--- config.mk ---
export PLATFORM = sky130hd
export DESIGN_NAME = spawn_pos_gen
export DESIGN_NICKNAME = d
export VERILOG_FILES = /design/src/rtl/game_pkg.sv /design/src/rtl/spawn_pos_gen_lfsr.sv /design/src/rtl/spawn_pos_gen.sv
export SDC_FILE = /design/constraint.sdc
export NUM_CORES = 1
export LEC_CHECK = 0
export CORE_AREA = 2 2 82 84
export DETAILED_ROUTE_END_ITERATION = 10
export DIE_AREA = 0 0 84 86
export PLACE_DENSITY = 0.88
export SYNTH_ARGS = -nofsm -noshare
export SYNTH_HDL_FRONTEND = slang
export SYNTH_SLANG_ARGS = --single-unit
--- constraint.sdc ---
create_clock -name clk -period 4.5 [get_ports clk]
set_clock_uncertainty 0.15 [all_clocks]
set_input_delay 0.675 -clock clk [delete_from_list [all_inputs] [get_ports clk]]
set_output_delay 0.675 -clock clk [all_outputs]
set_load 0.1 [all_outputs]
--- src/rtl/game_pkg.sv ---
// Shared game constants: platform geometry table, player-avoid distance and
// the spawn FSM state encoding.
package game_pkg;

  // One platform: left edge, walkable length and collision (top surface) y.
  typedef struct packed {
    logic [10:0] x_start;
    logic [9:0]  length;
    logic [10:0] y_coll;
  } plat_t;

  // Entries 0..5 are the original P1..P6 platforms; 6..7 are spare slots
  // with safe geometry so larger builds still produce on-screen positions.
  localparam plat_t PLAT_TABLE [8] = '{
    '{x_start: 11'd100, length: 10'd50,  y_coll: 11'd400},
    '{x_start: 11'd300, length: 10'd120, y_coll: 11'd350},
    '{x_start: 11'd500, length: 10'd80,  y_coll: 11'd300},
    '{x_start: 11'd50,  length: 10'd150, y_coll: 11'd250},
    '{x_start: 11'd700, length: 10'd100, y_coll: 11'd200},
    '{x_start: 11'd400, length: 10'd200, y_coll: 11'd150},
    '{x_start: 11'd200, length: 10'd64,  y_coll: 11'd100},
    '{x_start: 11'd600, length: 10'd64,  y_coll: 11'd100}
  };

  // Minimum horizontal clearance between a new spawn and the player.
  localparam int AVOID_DX = 40;

  typedef enum logic [2:0] {
    ST_IDLE  = 3'd0,
    ST_PICK  = 3'd1,
    ST_MOD   = 3'd2,
    ST_CHECK = 3'd3,
    ST_DONE  = 3'd4
  } spawn_state_t;

endpackage

--- src/rtl/spawn_pos_gen_lfsr.sv ---
// lfsr_gen: free-running right-shift Galois LFSR. The default tap mask
// implements x^16+x^14+x^13+x^11+1; SEED must be non-zero.
module lfsr_gen #(
  parameter int             W    = 16,
  parameter logic [W-1:0]   SEED = 16'hACE1,
  parameter logic [W-1:0]   TAPS = 16'hB400
) (
  input  logic         clk,
  input  logic         rst,
  output logic [W-1:0] lfsr
);

  // Advance every cycle; the feedback bit is the one shifted out.
  always_ff @(posedge clk) begin
    if (rst) lfsr <= SEED;
    else     lfsr <= (lfsr >> 1) ^ (lfsr[0] ? TAPS : '0);
  end

endmodule

--- src/rtl/spawn_pos_gen.sv ---
// spawn_pos_gen: picks a pseudo-random platform and an x offset on it and
// reports the spawn coordinate. Optional build macro SPAWN_AVOID_EN rejects
// spawns landing too close to the player (avoid_x/avoid_y).
//
// state      | meaning
// -----------+---------------------------------------------------------
// ST_IDLE    | waiting for req, busy low
// ST_PICK    | draw platform index from LFSR, re-pick on reject
// ST_MOD     | reduce random offset modulo platform length by subtraction
// ST_CHECK   | form x/y, optional player-proximity discard
// ST_DONE    | one-cycle done pulse, outputs already registered
module spawn_pos_gen
  import game_pkg::*;
#(
  parameter int                PLATFORM_NUM = 6,
  parameter int                POS_W        = 11,
  parameter int                LFSR_W       = 16,
  parameter logic [LFSR_W-1:0] SEED         = 16'hACE1,
  parameter int                OBJ_HEIGHT   = 20,
  parameter int                RETRY_MAX    = 4
) (
  input  logic             clk,
  input  logic             rst,
  input  logic             req,
  output logic             busy,
  output logic             done,
  output logic [POS_W-1:0] pos_x,
  output logic [POS_W-1:0] pos_y,
  output logic [2:0]       plat_idx,
  input  logic [POS_W-1:0] avoid_x,
  input  logic [POS_W-1:0] avoid_y
);

  localparam int               RW       = (RETRY_MAX < 1) ? 1 : $clog2(RETRY_MAX + 1);
  localparam logic [3:0]       PNUM     = 4'(PLATFORM_NUM);
  localparam logic [2:0]       LAST_RST = 3'(PLATFORM_NUM - 1);
  localparam logic [POS_W-1:0] OBJ_H    = POS_W'(OBJ_HEIGHT);

  spawn_state_t      state;
  logic [LFSR_W-1:0] lfsr;
  logic [2:0]        cand, last_idx, pick_raw, pick_fwd, pick_sel;
  logic [RW-1:0]     retry_cnt;
  logic [9:0]        r;
  logic              pick_reject, pick_force, accept;
  logic [POS_W-1:0]  calc_x, calc_y;
  plat_t             plat;
  logic              unused_lfsr;

  lfsr_gen #(.W(LFSR_W), .SEED(SEED)) u_lfsr (
    .clk  (clk),
    .rst  (rst),
    .lfsr (lfsr)
  );

  // Only a few LFSR bits feed the picker; the rest just carry state.
  assign unused_lfsr = ^lfsr;

  assign pick_raw    = lfsr[2:0];
  assign pick_force  = (retry_cnt == RW'(RETRY_MAX));
  assign pick_fwd    = (last_idx == LAST_RST) ? 3'd0 : last_idx + 3'd1;
  // With a single platform the no-repeat rule would lock the picker out.
  assign pick_reject = ({1'b0, pick_raw} >= PNUM) ||
                       ((PLATFORM_NUM > 1) && (pick_raw == last_idx));
  assign pick_sel    = pick_force ? pick_fwd : pick_raw;

  assign plat   = PLAT_TABLE[cand];
  assign calc_x = POS_W'(plat.x_start) + POS_W'(r);
  assign calc_y = POS_W'(plat.y_coll) - OBJ_H;

  assign busy = (state != ST_IDLE);
  assign done = (state == ST_DONE);

`ifdef SPAWN_AVOID_EN
  logic [3:0]       disc_cnt;
  logic [POS_W-1:0] dist;
  logic             near;

  assign dist   = (calc_x >= avoid_x) ? calc_x - avoid_x : avoid_x - calc_x;
  assign near   = (calc_y == avoid_y) && (dist < POS_W'(AVOID_DX));
  // After eight consecutive discards take the candidate to bound latency.
  assign accept = !near || (disc_cnt == 4'd8);

  // Count consecutive proximity discards; any accepted spawn clears it.
  always_ff @(posedge clk) begin
    if (rst)                    disc_cnt <= '0;
    else if (state == ST_CHECK) disc_cnt <= accept ? 4'd0 : disc_cnt + 4'd1;
  end
`else
  logic unused_avoid;

  assign accept       = 1'b1;
  assign unused_avoid = ^{avoid_x, avoid_y};
`endif

  // Main sequencer; reset lands in PICK so a spawn is produced without req.
  always_ff @(posedge clk) begin
    if (rst) begin
      state     <= ST_PICK;
      last_idx  <= LAST_RST;
      retry_cnt <= '0;
      cand      <= '0;
      r         <= '0;
      pos_x     <= '0;
      pos_y     <= '0;
      plat_idx  <= '0;
    end else begin
      case (state)
        ST_IDLE: if (req) state <= ST_PICK;
        ST_PICK: begin
          if (pick_force || !pick_reject) begin
            cand  <= pick_sel;
            r     <= lfsr[LFSR_W-1 -: 10];
            state <= ST_MOD;
          end else begin
            retry_cnt <= retry_cnt + RW'(1);
          end
        end
        ST_MOD: begin
          if (r >= plat.length) r <= r - plat.length;
          else                  state <= ST_CHECK;
        end
        ST_CHECK: begin
          if (accept) begin
            pos_x     <= calc_x;
            pos_y     <= calc_y;
            plat_idx  <= cand;
            last_idx  <= cand;
            retry_cnt <= '0;
            state     <= ST_DONE;
          end else begin
            state <= ST_PICK;
          end
        end
        ST_DONE: state <= ST_IDLE;
        default: state <= ST_IDLE;
      endcase
    end
  end

endmodule
==> results of run 1 <==
-- cell type report --
cell class                 count  area share
sequential                    61      0.3192
clock inverter                 7     0.01962
timing repair buffer          29     0.07521
multi-input combinational    301      0.5108
inverter                      18     0.01766
clock buffer                   9     0.03237
tap                           77     0.02518
-- power by group through the flow --
stage | logic (W) | registers, W | clock network (W)
2_1_floorplan | 0.000504 | 0.000826 | 0
3_3_place_gp | 0.000775 | 0.000683 | 0
3_5_place_dp | 0.000797 | 0.000687 | 0
4_1_cts | 0.000805 | 0.000676 | 0.000497
5_1_grt | 0.000880 | 0.000687 | 0.000522
6_report | 0.000807 | 0.000677 | 0.000492
-- state kept, by name (all words and copies together) (netlist names) --
name	cells
retry_cnt	3
cand	3
u_lfsr.lfsr	16
state	3
pos_y	10
last_idx	2
plat_idx	3
pos_x	11
r	10
-- stage by stage --
step / worst slack, ps / util
final: 763.6 / 0.6095
after floorplan: 999.3 / -
after CTS: 765.7 / 0.6095
after global routing: 432.4 / 0.6095
after detailed placement: 786.1 / 0.5778
after global placement: 918.4 / 0.5778
-- routing by layer --
| layer | global-route usage | vias up | wire length (um) |
|---|---|---|---|
| met4 | 0.08358 | 0 | 138 |
| met1 | 0.2542 | 1367 | 3320 |
| met3 | 0.05679 | 15 | 310 |
| met5 | 0 | - | 0 |
| met2 | 0.3665 | 60 | 3562 |
| li1 | - | 1439 | - |
-- placed cells by master (no fill, tap or decap), types with 9 or more instances in the layout --
cell / count
dfxtp_1: 61
nand2_1: 46
nor2_1: 40
a21oi_1: 36
clkdlybuf4s50_1: 28
ha_1: 26
inv_1: 16
xnor2_1: 12
o21ai_0: 11
a211oi_1: 11
nor2b_1: 10
nand3_1: 9
nor3_1: 9
clkbuf_8: 9
-- cells by family after synthesis --
logic type | count (synthesis) | share of synthesized area
xor gates and xnor gates | 15 | 0.03919
AOI/OAI and AO/OA | 102 | 0.1986
adders and majority gates | 28 | 0.1090
other | 1 | 0.001119
and+or+nand+nor | 147 | 0.2113
buffers and inverters | 43 | 0.05263
muxes | 8 | 0.02389
DFF | 61 | 0.3643
-- worst max path at each step --
stage / from / to / slack, ps / depth (start not counted)
detailed placement: cand[1] / pos_x[10] / 790 / 11
global placement: cand[1] / pos_x[10] / 920 / 11
floorplan: state[2] / done / 1000 / 2
CTS: cand[1] / pos_x[10] / 770 / 11
global route: cand[1] / pos_x[10] / 430 / 11
finish: cand[1] / pos_x[10] / 760 / 11
==> flow_metrics.env, run 1 <==
export IMPL_ys_flop_type="dfxtp_1"
export IMPL_end_kind="register"
export IMPL_cts_inserted_buffers=9
export IMPL_status="finished clean"
export IMPL_rr_worst_depth=11
export IMPL_path_class="reg2reg"
export IMPL_vdd_ir_drop_worst_mv=0.3311
export IMPL_dpl_cell_area_um2=3627
export IMPL_synth_nets=458
export IMPL_grt_usage=0.2128
export IMPL_min_from="u_lfsr.lfsr[12]"
export IMPL_ioPinCount=52
export IMPL_hold_viol_final=0
export IMPL_syn_cell_area_um2=3352
export IMPL_hpwlAfterDp_um=5222
export IMPL_gr_total_overflow=0
export IMPL_setup_tns_ps=0
export IMPL_combPwrFrac=0.409
export IMPL_required_ps=4570
export IMPL_holdWs_ps=296.4
export IMPL_cts_tree="built"
export IMPL_hold_end="u_lfsr.lfsr[11]"
export IMPL_cap_violations=0
export IMPL_gp_congestion=0.9016
export IMPL_clkTransAtPathRegs_ps=70
export IMPL_n_fill_cell=545
export IMPL_r2r_start="cand[1]"
export IMPL_synth_seq_area_share=0.3643
export IMPL_p_clk_frac=0.249
export IMPL_initial_core_util=0.5340
export IMPL_p_sw_w=0.0008312
export IMPL_die_h_um=86
export IMPL_post_cts_resized=0
export IMPL_cts_htree_levels=3
export IMPL_nNetsFinal=473
export IMPL_cp_cell_sequence="inv_1 > ha_1 > nand2b_1 > a21boi_0 > ha_1 > a21oi_1 > o211ai_1 > a2111oi_0 > nor2_1 > a2111oi_0 > nor4_1"
export IMPL_synth_distinct_cells=53
export IMPL_layout_worst_path_cycle_share=0.8303
export IMPL_row_count=29
export IMPL_yosysWarnings=0
export IMPL_coreArea_um2=6277
export IMPL_die_w_um=84
export IMPL_async_flop_share=0
export IMPL_internal_power_w=0.001144
export IMPL_post_drt_wl_per_cell_um=14.60
export IMPL_vias=2881
export IMPL_ys_ff_latch=61
export IMPL_path_buf_inv=1
export IMPL_p_seq_frac=0.343
export IMPL_r2r_setup_slack_ps=760
export IMPL_synthCells=405
export IMPL_yosys_top_cells_area="dfxtp_1 36%, ha_1 9.7%, a21oi_1 5.4%"
export IMPL_p_total_w=0.001976
export IMPL_drt_total_wl_um=7331
export IMPL_synth_largest_area_cell="dfxtp_1"
export IMPL_powerDensity_nw_per_um2=516.4
export IMPL_fmax_ghz=0.2676
export IMPL_drtIter0Drc=211
export IMPL_finalInstanceArea_um2=3826
export IMPL_io_buffers=28
export IMPL_synthDominantCellAreaShare=0.3643
export IMPL_r2r_end="pos_x[10]"
export IMPL_slowest_stage="dfxtp_1"
export IMPL_seqCellArea_um2=1221
export IMPL_avgSynthCellArea_um2=8.276
export IMPL_dp_cells=486
export IMPL_dr_pass1_iters=4
export IMPL_fin_cells=502
export IMPL_die_area_um2=7224
export IMPL_max_stage_delay_ps=640
export IMPL_antenna_found_initial=0
export IMPL_cp_top_family="compound AO/OA/AOI/OAI gates"
export IMPL_ctsRootBufferMaster="clkbuf_8"
export IMPL_synth_common_cells="61 x dfxtp_1, 46 x nand2_1, 40 x nor2_1"
export IMPL_cp_max_fo=14
export IMPL_setup_viol=0
export IMPL_grt_max_degree=53
export IMPL_period_needed_ps=3736
export IMPL_grt_pass1_vias=2721
export IMPL_slew_violations=0
export IMPL_rsz0062_at_grt="false"
export IMPL_synth_edf_count=0
export IMPL_switching_share=0.4207
export IMPL_post_route_drc_count=0
export IMPL_cts_setup_buffers=0
export IMPL_multi_input_area_um2=1954
export IMPL_ant_nets=0
export IMPL_start_kind="register"
export IMPL_whs_path_depth=1
export IMPL_grt_pass1_wl_um=12320
export IMPL_cts_hold_fix_buffers=0
export IMPL_leakage_nw=1.505
export IMPL_antennaDiodeCount=0
export IMPL_slew_limit_headroom=0.2396
export IMPL_arrival_ps=3800
export IMPL_cts_buffer_depth=2
export IMPL_cts_sinks=61
export IMPL_drive_gt1_frac=0.06588
export IMPL_viasPerCell=5.739
export IMPL_hp_class="reg2reg"
export IMPL_synth_most_common_cell="dfxtp_1"
export IMPL_worstSkewPairLatency_ps=350
export IMPL_synthToLayoutAreaGrowth_pct=14.15
export IMPL_tightest_slew_ps=1141
(Power assumes the default switching activity.)
==> run 2, diff against run 1 <==
Clock period 4.5 ns to 3.8 ns, I/O delays scaled along.
==> run 2 against run 1 <==
  * Sequential share of layout area shrank 0.11 points
  * First-iteration DRC count grew 7.6%
  * Worst setup slack lost 390 ps
==> flow_metrics.env, run 2 (synthesis gave the netlist of run 1 again) <==
export IMPL_viasPerCell=5.692
export IMPL_ant_nets=0
export IMPL_cts_buffer_depth=2
export IMPL_row_count=29
export IMPL_hold_viol_final=0
export IMPL_post_drt_wl_per_cell_um=14.32
export IMPL_die_area_um2=7224
export IMPL_period_needed_ps=3421
export IMPL_min_from="u_lfsr.lfsr[12]"
export IMPL_cts_tree="built"
export IMPL_status="finished clean"
export IMPL_setup_tns_ps=0
export IMPL_hpwlAfterDp_um=4991
export IMPL_fin_util=0.6117
export IMPL_cts_inserted_buffers=9
export IMPL_final_common_cell="dfxtp_1"
export IMPL_multi_input_area_um2=1956
export IMPL_io_buffers=28
export IMPL_dp_cells=490
export IMPL_gr_total_overflow=0
export IMPL_max_stage_delay_ps=500
export IMPL_vias=2880
export IMPL_cts_setup_buffers=0
export IMPL_tightest_slew_ps=1143
export IMPL_vdd_ir_drop_worst_mv=0.4286
export IMPL_required_ps=3870
export IMPL_dr_pass1_iters=4
export IMPL_end_kind="register"
export IMPL_worstSkewPairLatency_ps=350
export IMPL_top_register="u_lfsr.lfsr"
export IMPL_drive_gt1_frac=0.07692
export IMPL_holdWs_ps=294.6
export IMPL_cp_top_family="compound AO/OA/AOI/OAI gates"
export IMPL_seqCellArea_um2=1221
export IMPL_drtIter0Drc=227
export IMPL_slowest_stage="dfxtp_1"
export IMPL_grt_usage=0.2133
export IMPL_synthToLayoutAreaGrowth_pct=14.56
export IMPL_largest_reg_flops=16
export IMPL_initial_core_util=0.5340
export IMPL_ctsRootBufferMaster="clkbuf_8"
export IMPL_coreArea_um2=6277
export IMPL_n_fill_cell=546
export IMPL_die_h_um=86
export IMPL_gp_congestion=0.8981
export IMPL_layout_common_cells="61 x dfxtp_1, 46 x nand2_1, 40 x nor2_1"
export IMPL_post_route_drc_count=0
export IMPL_crit_top_cell="ha_1"
export IMPL_crit_start="cand[0]"
export IMPL_cap_violations=0
export IMPL_clkTransAtPathRegs_ps=80
export IMPL_slew_limit_headroom=0.2382
export IMPL_die_w_um=84
export IMPL_cp_cell_sequence="inv_1 > ha_1 > nand2b_1 > a21boi_0 > ha_1 > a21oi_1 > o211ai_1 > a2111oi_1 > nor2_1 > a2111oi_0 > nor4_1"
export IMPL_cts_hold_fix_buffers=0
export IMPL_powerDensity_nw_per_um2=599.7
export IMPL_leakage_nw=1.524
export IMPL_path_buf_inv=1
export IMPL_grt_max_degree=53
export IMPL_setup_viol=0
export IMPL_cp_max_fo=9
export IMPL_fmax_ghz=0.2923
export IMPL_arrival_ps=3490
export IMPL_layout_worst_path_cycle_share=0.9004
export IMPL_drt_total_wl_um=7247
export IMPL_cts_sinks=61
export IMPL_rsz0062_at_grt="false"
export IMPL_path_class="reg2reg"
export IMPL_fin_cells=506
export IMPL_nNetsFinal=477
export IMPL_antenna_found_initial=0
export IMPL_grt_pass1_wl_um=12280
export IMPL_slew_violations=0
export IMPL_grt_pass1_vias=2636
export IMPL_hp_class="reg2reg"
export IMPL_ioPinCount=52
export IMPL_antennaDiodeCount=0
export IMPL_r2r_start="cand[0]"
export IMPL_p_total_w=0.002303
export IMPL_cts_htree_levels=3
export IMPL_top_regs="u_lfsr.lfsr (16), pos_x (11)"
export IMPL_start_kind="register"
run 2: cell count changes in the layout (fill, tap and decap cells not counted), sizes merged:
cell and change:
clkbuf +1, bufinv -1, buf +5, clkinvlp -1, inv +1, clkdlybuf4s50 -1
run 2: layout make-up:
type                            count  share of cell area
Multi-Input combinational cell    301              0.5093
Clock inverter                      6             0.01206
Sequential cell                    61              0.3180
Tap cell                           77             0.02509
Inverter                           18             0.01760
Clock buffer                       10             0.03584
Timing Repair Buffer               33             0.08211
run 2: repair_timing:
action | in CTS | in global routing
gates resized for setup | 0 | 1
setup endpoints to repair | 0 | 1
endpoints found under the hold margin | 0 | 0
run 2: metal layers:
layer / share of wire / GRT usage / vias up
met1: 0.45 / 0.2700 / 1331
met3: 0.062 / 0.07122 / 14
li1: - / - / 1458
met2: 0.47 / 0.3411 / 77
met5: 0 / 0 / -
met4: 0.015 / 0.07771 / 0
run 2: power breakdown:
group	leakage [nW]	internal [W]	switching, W
Clock	0.0893	0.000258	0.000277
Sequential	0.501	0.000718	0.0000778
Combinational	0.934	0.000338	0.000633
run 2: metrics by stage:
step	setup slack [ps]	area (um2)
after global placement	412.4	3655
final	378.5	3840
after floorplan	404.3	3352
after detailed placement	337.9	3655
after CTS	312.9	3839
after global routing	111.4	3840
run 2: final timing paths:
check / endpoint / slack, ps / cells after the start
min reg2reg: u_lfsr.lfsr[11] / 290 / 1
min: u_lfsr.lfsr[11] / 290 / 1
max: pos_x[10] / 380 / 11
max reg2reg: pos_x[10] / 380 / 11
==> run 3, diff against run 2 <==
Settings changed: GPL_TIMING_DRIVEN set to 0.
==> run 3 against run 2 <==
  * Final cell count grew 3.8%
  * First-iteration DRC count grew 25%
  * Worst setup slack lost 300 ps
  * Critical path depth grew 2
  * Largest power group unchanged
  * Highest routed layer unchanged
==> flow_metrics.env, run 3 (synthesis gave the netlist of run 1 again) <==
export IMPL_row_count=29
export IMPL_path_class="reg2reg"
export IMPL_holdWs_ps=295.8
export IMPL_antenna_found_initial=0
export IMPL_clkTransAtPathRegs_ps=80
export IMPL_slew_limit_headroom=0.3527
export IMPL_vias=3108
export IMPL_antennaDiodeCount=0
export IMPL_setup_tns_ps=0
export IMPL_end_kind="register"
export IMPL_layout_worst_path_cycle_share=0.9805
export IMPL_initial_core_util=0.5340
export IMPL_worstSkewPairLatency_ps=350
export IMPL_preCtsSetupSlack_ps=-2.294
export IMPL_drt_total_wl_um=8613
export IMPL_cts_buffer_depth=2
export IMPL_ctsRootBufferMaster="clkbuf_8"
export IMPL_io_buffers=27
export IMPL_grt_pass1_vias=2976
export IMPL_ioPinCount=52
export IMPL_hold_viol_final=0
export IMPL_hpwlAfterDp_um=6250
export IMPL_cts_inserted_buffers=9
export IMPL_required_ps=3860
export IMPL_period_needed_ps=3726
export IMPL_cp_max_fo=10
export IMPL_grt_pass1_wl_um=14190
export IMPL_nNetsFinal=496
export IMPL_start_kind="register"
export IMPL_layout_common_cells="61 x dfxtp_1, 46 x nand2_1, 40 x nor2_1"
export IMPL_fmax_ghz=0.2684
export IMPL_drive_gt1_frac=0.08036
export IMPL_coreArea_um2=6277
export IMPL_status="finished clean"
export IMPL_tightest_slew_ps=967.9
export IMPL_powerDensity_nw_per_um2=612.4
export IMPL_gr_total_overflow=0
export IMPL_gp_congestion=0.9902
export IMPL_drtIter0Drc=284
export IMPL_cts_setup_buffers=0
export IMPL_leakage_nw=1.557
export IMPL_cts_htree_levels=3
export IMPL_largest_reg_flops=16
export IMPL_top_regs="u_lfsr.lfsr (16), pos_x (11)"
export IMPL_top_register="u_lfsr.lfsr"
export IMPL_synthToLayoutAreaGrowth_pct=17.13
export IMPL_die_h_um=86
export IMPL_vdd_ir_drop_worst_mv=0.3666
export IMPL_slew_violations=0
export IMPL_die_area_um2=7224
export IMPL_grt_max_degree=13
export IMPL_dr_pass1_iters=5
export IMPL_rsz0062_at_grt="false"
export IMPL_setup_viol=0
export IMPL_setup_ws_ps=74.08
export IMPL_grt_usage=0.2465
export IMPL_post_route_drc_count=0
export IMPL_arrival_ps=3780
export IMPL_ant_nets=0
export IMPL_viasPerCell=5.920
export IMPL_p_total_w=0.002404
export IMPL_hp_class="reg2reg"
export IMPL_die_w_um=84
export IMPL_post_drt_wl_per_cell_um=16.41
export IMPL_finalInstanceArea_um2=3926
export IMPL_cts_tree="built"
export IMPL_final_common_cell="dfxtp_1"
export IMPL_cap_violations=0
export IMPL_cts_sinks=61
export IMPL_dpl_cell_area_um2=3719
[run 3: report_power, final]
group	total, W	internal [W]	leakage (nW)	switching (W)
Combinational	0.00103	0.000350	0.964	0.000679
Clock	0.000590	0.000304	0.0918	0.000285
Sequential	0.000785	0.000717	0.501	0.0000680
Total	0.00240	0.00137	1.56	0.00103
[run 3: timing repair]
item	in CTS	in global routing
hold buffers	0	0
endpoints found under the setup margin	2	4
gates resized for setup	1	5
pin swaps	0	0
[run 3: routing by layer]
metal	GRT usage	routed length, um
met5	0	0
met1	0.3101	3600
met3	0.04909	668
met4	0.1012	199
met2	0.4160	4144
[run 3: final timing paths]
check	startpoint	endpoint	slack [ps]	cells past startpoint
setup / recovery	cand[1]	r[9]	70	13
hold / removal	u_lfsr.lfsr[12]	u_lfsr.lfsr[11]	300	1
setup reg to reg	cand[1]	r[9]	70	13
hold reg to reg	u_lfsr.lfsr[12]	u_lfsr.lfsr[11]	300	1
[run 3: area by class of cell]
type	count	area, um2
multi-input cells	301	1961
plain buffers	25	111.4
flip-flops and latches	61	1221
inverters	18	67.56
fillers	526	2351
clock buffers	9	123.9
well taps	77	96.34
repair buffers	27	270.3
clock inverters	7	75.07
[run 3: metrics by stage]
| stage | utilization | instances |
|---|---|---|
| after floorplan | - | 405 |
| after global placement | 0.5924 | 509 |
| after detailed placement | 0.5924 | 509 |
| after CTS | 0.6243 | 525 |
| after global routing | 0.6255 | 525 |
| final | 0.6255 | 525 |
[run 3: worst max-delay path: stages, from the launching register on]
cell      delay [ps]
dfxtp_1          410
clkbuf_2         270
inv_1            170
ha_1             400
nor2_1           120
ha_1             180
inv_1             60
fa_1             430
a211oi_1         270
nor2_1           130
o31ai_1          520
a41o_1           280
a221o_1          150
a31oi_1           40
